## config.mk

```make
export PLATFORM = sky130hd
export DESIGN_NAME = i2c_bus_arbiter
export DESIGN_NICKNAME = d
export VERILOG_FILES = /design/src/rtl/i2c_bus_arbiter.sv
export SDC_FILE = /design/constraint.sdc
export NUM_CORES = 1
export LEC_CHECK = 0
export BUFFER_PORTS_ARGS = -buffer_cell sky130_fd_sc_hd__buf_2
export CELL_PAD_IN_SITES_DETAIL_PLACEMENT = 0
export CELL_PAD_IN_SITES_GLOBAL_PLACEMENT = 1
export CORE_ASPECT_RATIO = 0.9
export CORE_MARGIN = 2
export CORE_UTILIZATION = 37
export CTS_CLUSTER_DIAMETER = 30
export DETAILED_ROUTE_END_ITERATION = 8
export HOLD_SLACK_MARGIN = 0.06
export PLACE_DENSITY = 0.69
export SLEW_MARGIN = 10
export SYNTH_ARGS = -nofsm -noshare
export SYNTH_HDL_FRONTEND = slang
export SYNTH_SLANG_ARGS = --single-unit
```

## constraint.sdc

```tcl
create_clock -name clk -period 2.85 [get_ports clk]
set_input_delay 0.1425 -clock clk [delete_from_list [all_inputs] [get_ports clk]]
set_output_delay 0.1425 -clock clk [all_outputs]
set_load 0.1 [all_outputs]
```

## src/rtl/i2c_bus_arbiter.sv

```systemverilog
`default_nettype none
// ============================================================================
// Module   : i2c_bus_arbiter
// Purpose  : Round-robin two-requester I2C master issuing single-byte writes.
// Revision : 1.0
// ============================================================================
module i2c_bus_arbiter #(
    parameter int CLK_DIV = 4
) (
    input  logic       clk,
    input  logic       reset,
    input  logic [1:0] req,
    input  logic [6:0] addr0,
    input  logic [6:0] addr1,
    input  logic [7:0] data0,
    input  logic [7:0] data1,
    input  logic       sda_i,
    output logic [1:0] grant,
    output logic       busy,
    output logic       done,
    output logic       nack,
    output logic       scl_o,
    output logic       sda_o
);

    localparam int            QW     = (CLK_DIV > 1) ? $clog2(CLK_DIV) : 1;
    localparam logic [QW-1:0] Q_LAST = QW'(CLK_DIV - 1);

    typedef enum logic [2:0] {
        S_IDLE, S_START, S_ADDR, S_AACK, S_DATA, S_DACK, S_STOP, S_DONE
    } state_t;

    state_t        state_q, state_d;
    logic [QW-1:0] qcnt_q, qcnt_d;
    logic [1:0]    phase_q, phase_d;
    logic [2:0]    bit_q, bit_d;
    logic [7:0]    shift_q, shift_d;
    logic [7:0]    byte_q, byte_d;
    logic          ack_q, ack_d;
    logic          ptr_q, ptr_d;
    logic [1:0]    grant_q, grant_d;
    logic          nack_q, nack_d;
    logic          busy_q, done_q, scl_q, sda_q;
    logic          q_end, win;

    // Line levels {scl, sda} for a given position in the transaction.
    function automatic logic [1:0] lines(input state_t s, input logic [1:0] ph, input logic b);
        logic [1:0] l;
        l = 2'b11;
        case (s)
            S_START:         l = (ph == 2'd0) ? 2'b10 : 2'b00;
            S_ADDR, S_DATA:  l = {ph[1], b};
            S_AACK, S_DACK:  l = {ph[1], 1'b1};
            S_STOP:          l = (ph == 2'd0) ? 2'b00 : (ph == 2'd1) ? 2'b10 : 2'b11;
            default:         l = 2'b11;
        endcase
        return l;
    endfunction

    always_comb begin
        state_d = state_q;
        phase_d = phase_q;
        bit_d   = bit_q;
        shift_d = shift_q;
        byte_d  = byte_q;
        ack_d   = ack_q;
        ptr_d   = ptr_q;
        grant_d = grant_q;
        nack_d  = nack_q;
        win     = 1'b0;
        q_end   = (qcnt_q == Q_LAST);
        qcnt_d  = q_end ? '0 : qcnt_q + 1'b1;

        // ACK sampled on the last clk of Q2, decided at the end of Q3.
        if ((state_q == S_AACK || state_q == S_DACK) && phase_q == 2'd2 && q_end)
            ack_d = sda_i;

        case (state_q)
            S_IDLE: begin
                qcnt_d = '0;
                if (|req) begin
                    win     = (req == 2'b11) ? ~ptr_q : req[1];
                    state_d = S_START;
                    phase_d = 2'd0;
                    ptr_d   = win;
                    grant_d = win ? 2'b10 : 2'b01;
                    shift_d = win ? {addr1, 1'b0} : {addr0, 1'b0};
                    byte_d  = win ? data1 : data0;
                    nack_d  = 1'b0;
                end
            end
            S_START: begin
                if (q_end) begin
                    phase_d = phase_q + 2'd1;
                    if (phase_q == 2'd1) begin
                        state_d = S_ADDR;
                        phase_d = 2'd0;
                        bit_d   = 3'd0;
                    end
                end
            end
            S_ADDR, S_DATA: begin
                if (q_end) begin
                    phase_d = phase_q + 2'd1;
                    if (phase_q == 2'd3) begin
                        if (bit_q == 3'd7) begin
                            state_d = (state_q == S_ADDR) ? S_AACK : S_DACK;
                        end else begin
                            bit_d   = bit_q + 3'd1;
                            shift_d = {shift_q[6:0], 1'b0};
                        end
                    end
                end
            end
            S_AACK: begin
                if (q_end) begin
                    phase_d = phase_q + 2'd1;
                    if (phase_q == 2'd3) begin
                        if (ack_q) begin
                            nack_d  = 1'b1;
                            state_d = S_STOP;
                        end else begin
                            state_d = S_DATA;
                            shift_d = byte_q;
                            bit_d   = 3'd0;
                        end
                    end
                end
            end
            S_DACK: begin
                if (q_end) begin
                    phase_d = phase_q + 2'd1;
                    if (phase_q == 2'd3) begin
                        nack_d  = ack_q;
                        state_d = S_STOP;
                    end
                end
            end
            S_STOP: begin
                if (q_end) begin
                    phase_d = phase_q + 2'd1;
                    if (phase_q == 2'd2) begin
                        state_d = S_DONE;
                        phase_d = 2'd0;
                    end
                end
            end
            default: begin
                state_d = S_IDLE;
                qcnt_d  = '0;
                phase_d = 2'd0;
                grant_d = 2'b00;
                nack_d  = 1'b0;
            end
        endcase
    end

    always_ff @(posedge clk or negedge reset) begin
        if (!reset) begin
            state_q <= S_IDLE;
            qcnt_q  <= '0;
            phase_q <= 2'd0;
            bit_q   <= 3'd0;
            shift_q <= 8'd0;
            byte_q  <= 8'd0;
            ack_q   <= 1'b0;
            ptr_q   <= 1'b1;
            grant_q <= 2'b00;
            nack_q  <= 1'b0;
            busy_q  <= 1'b0;
            done_q  <= 1'b0;
            scl_q   <= 1'b1;
            sda_q   <= 1'b1;
        end else begin
            state_q        <= state_d;
            qcnt_q         <= qcnt_d;
            phase_q        <= phase_d;
            bit_q          <= bit_d;
            shift_q        <= shift_d;
            byte_q         <= byte_d;
            ack_q          <= ack_d;
            ptr_q          <= ptr_d;
            grant_q        <= grant_d;
            nack_q         <= nack_d;
            busy_q         <= (state_d != S_IDLE);
            done_q         <= (state_d == S_DONE);
            {scl_q, sda_q} <= lines(state_d, phase_d, shift_d[7]);
        end
    end

    assign grant = grant_q;
    assign busy  = busy_q;
    assign done  = done_q;
    assign nack  = nack_q;
    assign scl_o = scl_q;
    assign sda_o = sda_q;

endmodule
`default_nettype wire

```

* Word-level counts from Yosys, hierarchy flattened
Cells that the tools add are included.
Word-level totals: output and inout bits 7, register bits 35, input bits 35, word-level logic and storage cells 131
Cells by class: reductions and logical operators 20, multiplexer cells 58, $add $sub $neg 3, bitwise logic cells 3, eq/ne operators 32
Operators by type and width (count):
- 2-to-1 mux 8 bit | 9
- 2-to-1 mux 3 bit | 21
- 2-to-1 mux 2 bit | 13
- equality test 3 bit, second input constant | 8
- one-hot mux 8 bit (3 select lines) | 1
- inequality test 2 bit, second input constant | 10
- one-hot mux 3 bit (6 select lines) | 1
- one-hot mux 2 bit (4 select lines) | 2
- equality test 3 x 2 -> 1 bit, second input constant | 4
- one-hot mux 3 bit (3 select lines) | 1
- AND reduction 9 bit | 1
- nonzero test 3 bit | 3
- equality test 2 bit, second input constant | 4
- 2-to-1 mux 1 bit | 8
- AND reduction 8 bit | 1
- OR reduction 2 bit | 4
- OR reduction 4 bit | 2
- AND reduction 7 bit | 1
- equality test 3 x 1 -> 1 bit, second input constant | 2
- OR reduction 6 bit | 1
- adder 2 x 1 -> 2 bit, second input constant | 2
- equality test 2 x 1 -> 1 bit, second input constant | 2
- inequality test 2 x 1 -> 1 bit, second input constant | 2
- one-hot mux 1 bit (4 select lines) | 1
- other kinds (8) | 12

* Depth between registers and ports, before layout
depth after elaboration 9, depth in mapped cells 8, mapped depth without buffers 7

* Worst setup path after synthesis
OpenSTA, ideal clock, no wires.
path kind reg2reg, from register bit_q[0], to register sda_q (netlist: sda_o), library setup time 0.084 ns, setup slack 0.875 ns, data arrival time 1.892 ns, data required time 2.766 ns, clock period less this slack 1.975 ns, stages on the path, launching flop included 8, path buffers 0, cell sequence dfrtp_1 > ha_1 > ha_1 > and2b_1 > nand2_1 > a211oi_1 > o31ai_4 > a311o_1
On the way: longest elaborated chain between the ends 8, elaborated cells on any way between the ends 18, classes of those cells 7 x eq/ne; 9 x mux; 2 x reduce/logical
RTL lines:
- from (decl) | line 36 | logic [2:0] bit_q, bit_d;
- from (signal assigned) | line 178 | bit_q <= bit_d;
- equality test 3 bit * | line 106 | if (bit_q == 3'd7) begin
- 2-to-1 mux 3 bit | line 106
- 2-to-1 mux 3 bit | line 105 | if (phase_q == 2'd3) begin
- 2-to-1 mux 3 bit | line 103 | if (q_end) begin
- one-hot mux 3 bit (6 select lines) | line 78 | case (state_q)
- equality test 3 x 2 -> 1 bit / equality test 3 bit (equally long branches) | line 50 | case (s)
- OR reduction 2 bit | line 50
- one-hot mux 2 bit (4 select lines) * | line 50
- to (signal assigned) | line 187 | {scl_q, sda_q} <= lines(state_d, phase_d, shift_d[7]);
- to (decl) | line 43 | logic busy_q, done_q, scl_q, sda_q;
Every way passes the cells marked *; elsewhere a longest branch is shown, timed or not. The select of a mux whose other input is x is not followed. A chain may end at the register's enable or synchronous reset.

* Worst setup path after layout
from register qcnt_q[0], to register shift_q[3]
On the way: longest elaborated chain between the ends 3, elaborated cells on any way between the ends 4, classes of those cells 3 x eq/ne; 1 x reduce/logical
RTL lines:
- from (decl) | line 34 | logic [QW-1:0] qcnt_q, qcnt_d;
- from (signal assigned) | line 176 | qcnt_q <= qcnt_d;
- equality test 2 bit * | line 71 | q_end = (qcnt_q == Q_LAST);
- inequality test 2 bit (no source line)
- AND reduction 8 bit (no source line) *
- to (signal assigned) | line 179 | shift_q <= shift_d;
- to (decl) | line 37 | logic [7:0] shift_q, shift_d;
Every way passes the cells marked *; elsewhere a longest branch is shown, timed or not.

==> results.json <==
{
  "io_buffer_count": 41,
  "setup_ws_ps": 406,
  "critPathMaxFanout": 20,
  "gp_congestion": 0.803,
  "coreArea_um2": 5730,
  "hpwl_mm": 4.02,
  "rr_worst_depth": 6,
  "ys_warn_count": 0,
  "worstReg2RegStart": "qcnt_q[0]",
  "end_kind": "flop",
  "num_vias": 1897,
  "fin_skew_ps": 1.84,
  "viasPerCell": 5.24,
  "synth_edf_count": 0,
  "cts_buffers": 5,
  "antenna_cells": 0,
  "maxCapViolCount": 0,
  "setup_viol": 0,
  "die_area_um2": 6630,
  "synthArstFlopShare_pct": 100,
  "ys_types": 51,
  "drcViolationCount": 0,
  "antenna_found_initial": 0,
  "finalSetupTns_ps": 0,
  "path_clk_slew_ps": 70,
  "r2r_end": "shift_q[3]",
  "criticalPathCategory": "flop to flop",
  "crit_start": "qcnt_q[0]",
  "syn_area_um2": 2220,
  "firstDrtPassIters": 4,
  "status": "finished, final reports clean",
  "ir_drop_v": 0.000199,
  "power.total_w": 0.000985,
  "hold_path.class": "input pin to flop",
  "power.switching_w": 0.000225,
  "nFillCells": 580,
  "critPathArrivalTime_ps": 2680,
  "crit_path_top_delay_cell": "nor4_1",
  "clockBufferDepth": 2,
  "areaGrowthSynthToFinish_pct": 18.5,
  "dpl_worst_slack_ps": 447,
  "powerDensity_nw_per_um2": 375,
  "wl_per_cell_um": 15.0,
  "first_iter_violations": 119,
  "p_int_w": 0.000761,
  "pwr-share-seq_pct": 52.3,
  "grt_pass1_vias": 1853,
  "p_leak_nw": 1.30,
  "grt_usage_pct": 17.7,
  "rsz0062_at_grt": "false",
  "synth_seq_area_share_pct": 39.7,
  "cts_root_buf": "clkbuf_8",
  "initial_utilization_pct": 38.7,
  "min_period_over_period_pct": 85.7,
  "synth_cells": 246,
  "htree_levels": 2,
  "crit_chain": "ha_1, nand2_2, nor4_1, a22oi_1, o21ai_0, mux2_2",
  "slew_headroom_pct": 31.7,
  "report.final.slew_viol_count": 0,
  "drive_above_1_share_pct": 25.3,
  "p_sw_share_pct": 22.8,
  "tightest_slew_ps": 1010,
  "io_pins": 42,
  "ff2ff_setup_slack_ps": 410,
  "ant_nets": 0,
  "grt.overflow.total": 0,
  "die_x_um": 85.6,
  "synth_flop_cell": "dfrtp_1",
  "synth-seq-cells": 35,
  "cts_tree": "built",
  "grt_max_degree": 36,
  "power_frac_clock_pct": 40.8,
  "hold_viol": 0,
  "die_y_um": 77.4,
  "synth_area_per_cell_um2": 9.01,
  "insertion_delay_ps": 290,
  "grt_first_pass_wirelength_mm": 9.31,
  "cts-resized-gates": 0,
  "num_rows": 26,
  "min_period_ps": 2440,
  "combPwrFrac_pct": 6.9,
  "min_to": "ack_q",
  "cts_sinks": 35,
  "synthesis.nets": 291,
  "crit_path_start_kind": "flop",
  "min_path_cells": 2,
  "drt_wl_total_mm": 5.45,
  "max_stage_delay_ps": 810,
  "nets": 336,
  "min-delay-start": "sda_i",
  "crit_required_ps": 3080,
  "clock.fmax_ghz": 0.409
}
## flip-flops by register name, indices dropped and copies added (netlist names)
signal / flops
nack: 1
grant: 2
busy: 1
shift_q: 8
ack_q: 1
sda_o: 1
done: 1
state_q: 3
scl_o: 1
byte_q: 8
bit_q: 3
qcnt_q: 2
phase_q: 2
ptr_q: 1
## power groups by stage
stage	Combinational (W)	Clock, W	Sequential [W]
global route	0.0000787	0.000436	0.000516
finish	0.0000681	0.000402	0.000515
global placement	0.0000670	0	0.000524
CTS	0.0000702	0.000422	0.000514
floorplan	0.0000271	0	0.000521
detailed placement	0.0000681	0	0.000524
## worst max path at each step
stage	slack (ps)	to	cells past startpoint
final	410	shift_q[3]	6
after detailed placement	450	shift_q[3]	6
after CTS	410	shift_q[3]	6
after global placement	550	shift_q[5]	6
after global routing	80	shift_q[3]	6
after floorplan	870	sda_o	7
## worst max-delay path, delay by kind of cell (launching register included)
family | cells | cell delay, ps
muxes | 1 | 160
and+or+nand+nor | 2 | 1020
adders and majority gates | 1 | 560
DFF | 1 | 360
AOI/OAI and AO/OA | 2 | 280
## through the flow
stage	hold WS [ps]	area, µm²	utilization, %	instances
floorplan	-153	2220	-	246
global placement	275	2510	43.8	352
detailed placement	280	2510	43.8	352
CTS	81.3	2630	45.9	362
global route	93.1	2630	45.9	362
finish	88.0	2630	45.9	362
## repair_timing
action | 4_1_cts | 5_1_grt
endpoints found under the hold margin | 33 | 0
buffers inserted | 0 | 0
hold buffers | 2 | 0
## layout by cell type, fill, tap and decap left out, types with 7 or more instances in the layout
master / instances
mux2_2: 9
a31oi_1: 11
a21oi_1: 10
nor2_1: 21
clkbuf_8: 7
inv_1: 7
o21ai_0: 18
ha_1: 10
nand2_1: 35
a22oi_1: 7
buf_2: 41
dfrtp_1: 32
buf_4: 8
## Yosys cell counts (all sizes together), types with 3 or more instances
master	n	share of area, %
a21oi	10	2.3
a22oi	7	2.4
a31oi	11	3.1
and2	4	1.1
and3	3	0.85
buf	10	2.4
clkbuf	3	0.51
dfrtp	32	36
dfstp	3	3.6
ha	10	5.6
inv	7	1.2
mux2	9	4.6
mux2i	6	2.7
nand2	36	6.2
nand3	4	0.90
nor2	21	3.6
nor2b	6	1.7
nor3	5	1.1
o21a	4	1.4
o21ai	18	4.1
o31ai	3	1.6
## area by class of cell
class / instances / area (µm²) / share of cell area (%)
timing repair buffer: 51 / 285 / 10.9
sequential: 35 / 880 / 33.5
multi-input combinational: 191 / 1250 / 47.5
inverter: 7 / 26.3 / 1.00
clock buffer: 8 / 100 / 3.81
tap: 70 / 87.6 / 3.33
## logic make-up after synthesis
kind of cell    after synthesis  share of synthesized area, %
mux                          15                          7.28
xor+xnor                      1                         0.395
buf+inv                      20                          4.06
simple gates                 94                          21.3
flops                        35                          39.7
compound gates               71                          21.7
fa+ha+maj                    10                          5.64
## per-layer routing
metal  GRT usage (%)  part of all wire, %  vias up
met3            3.19                  3.8        7
met1            26.3                   52      885
li1                -                    -      970
met2            25.8                   43       35
met4            5.71                  1.4        0
met5               0                    0        -
No activity file was read; power rests on OpenSTA's default activity.
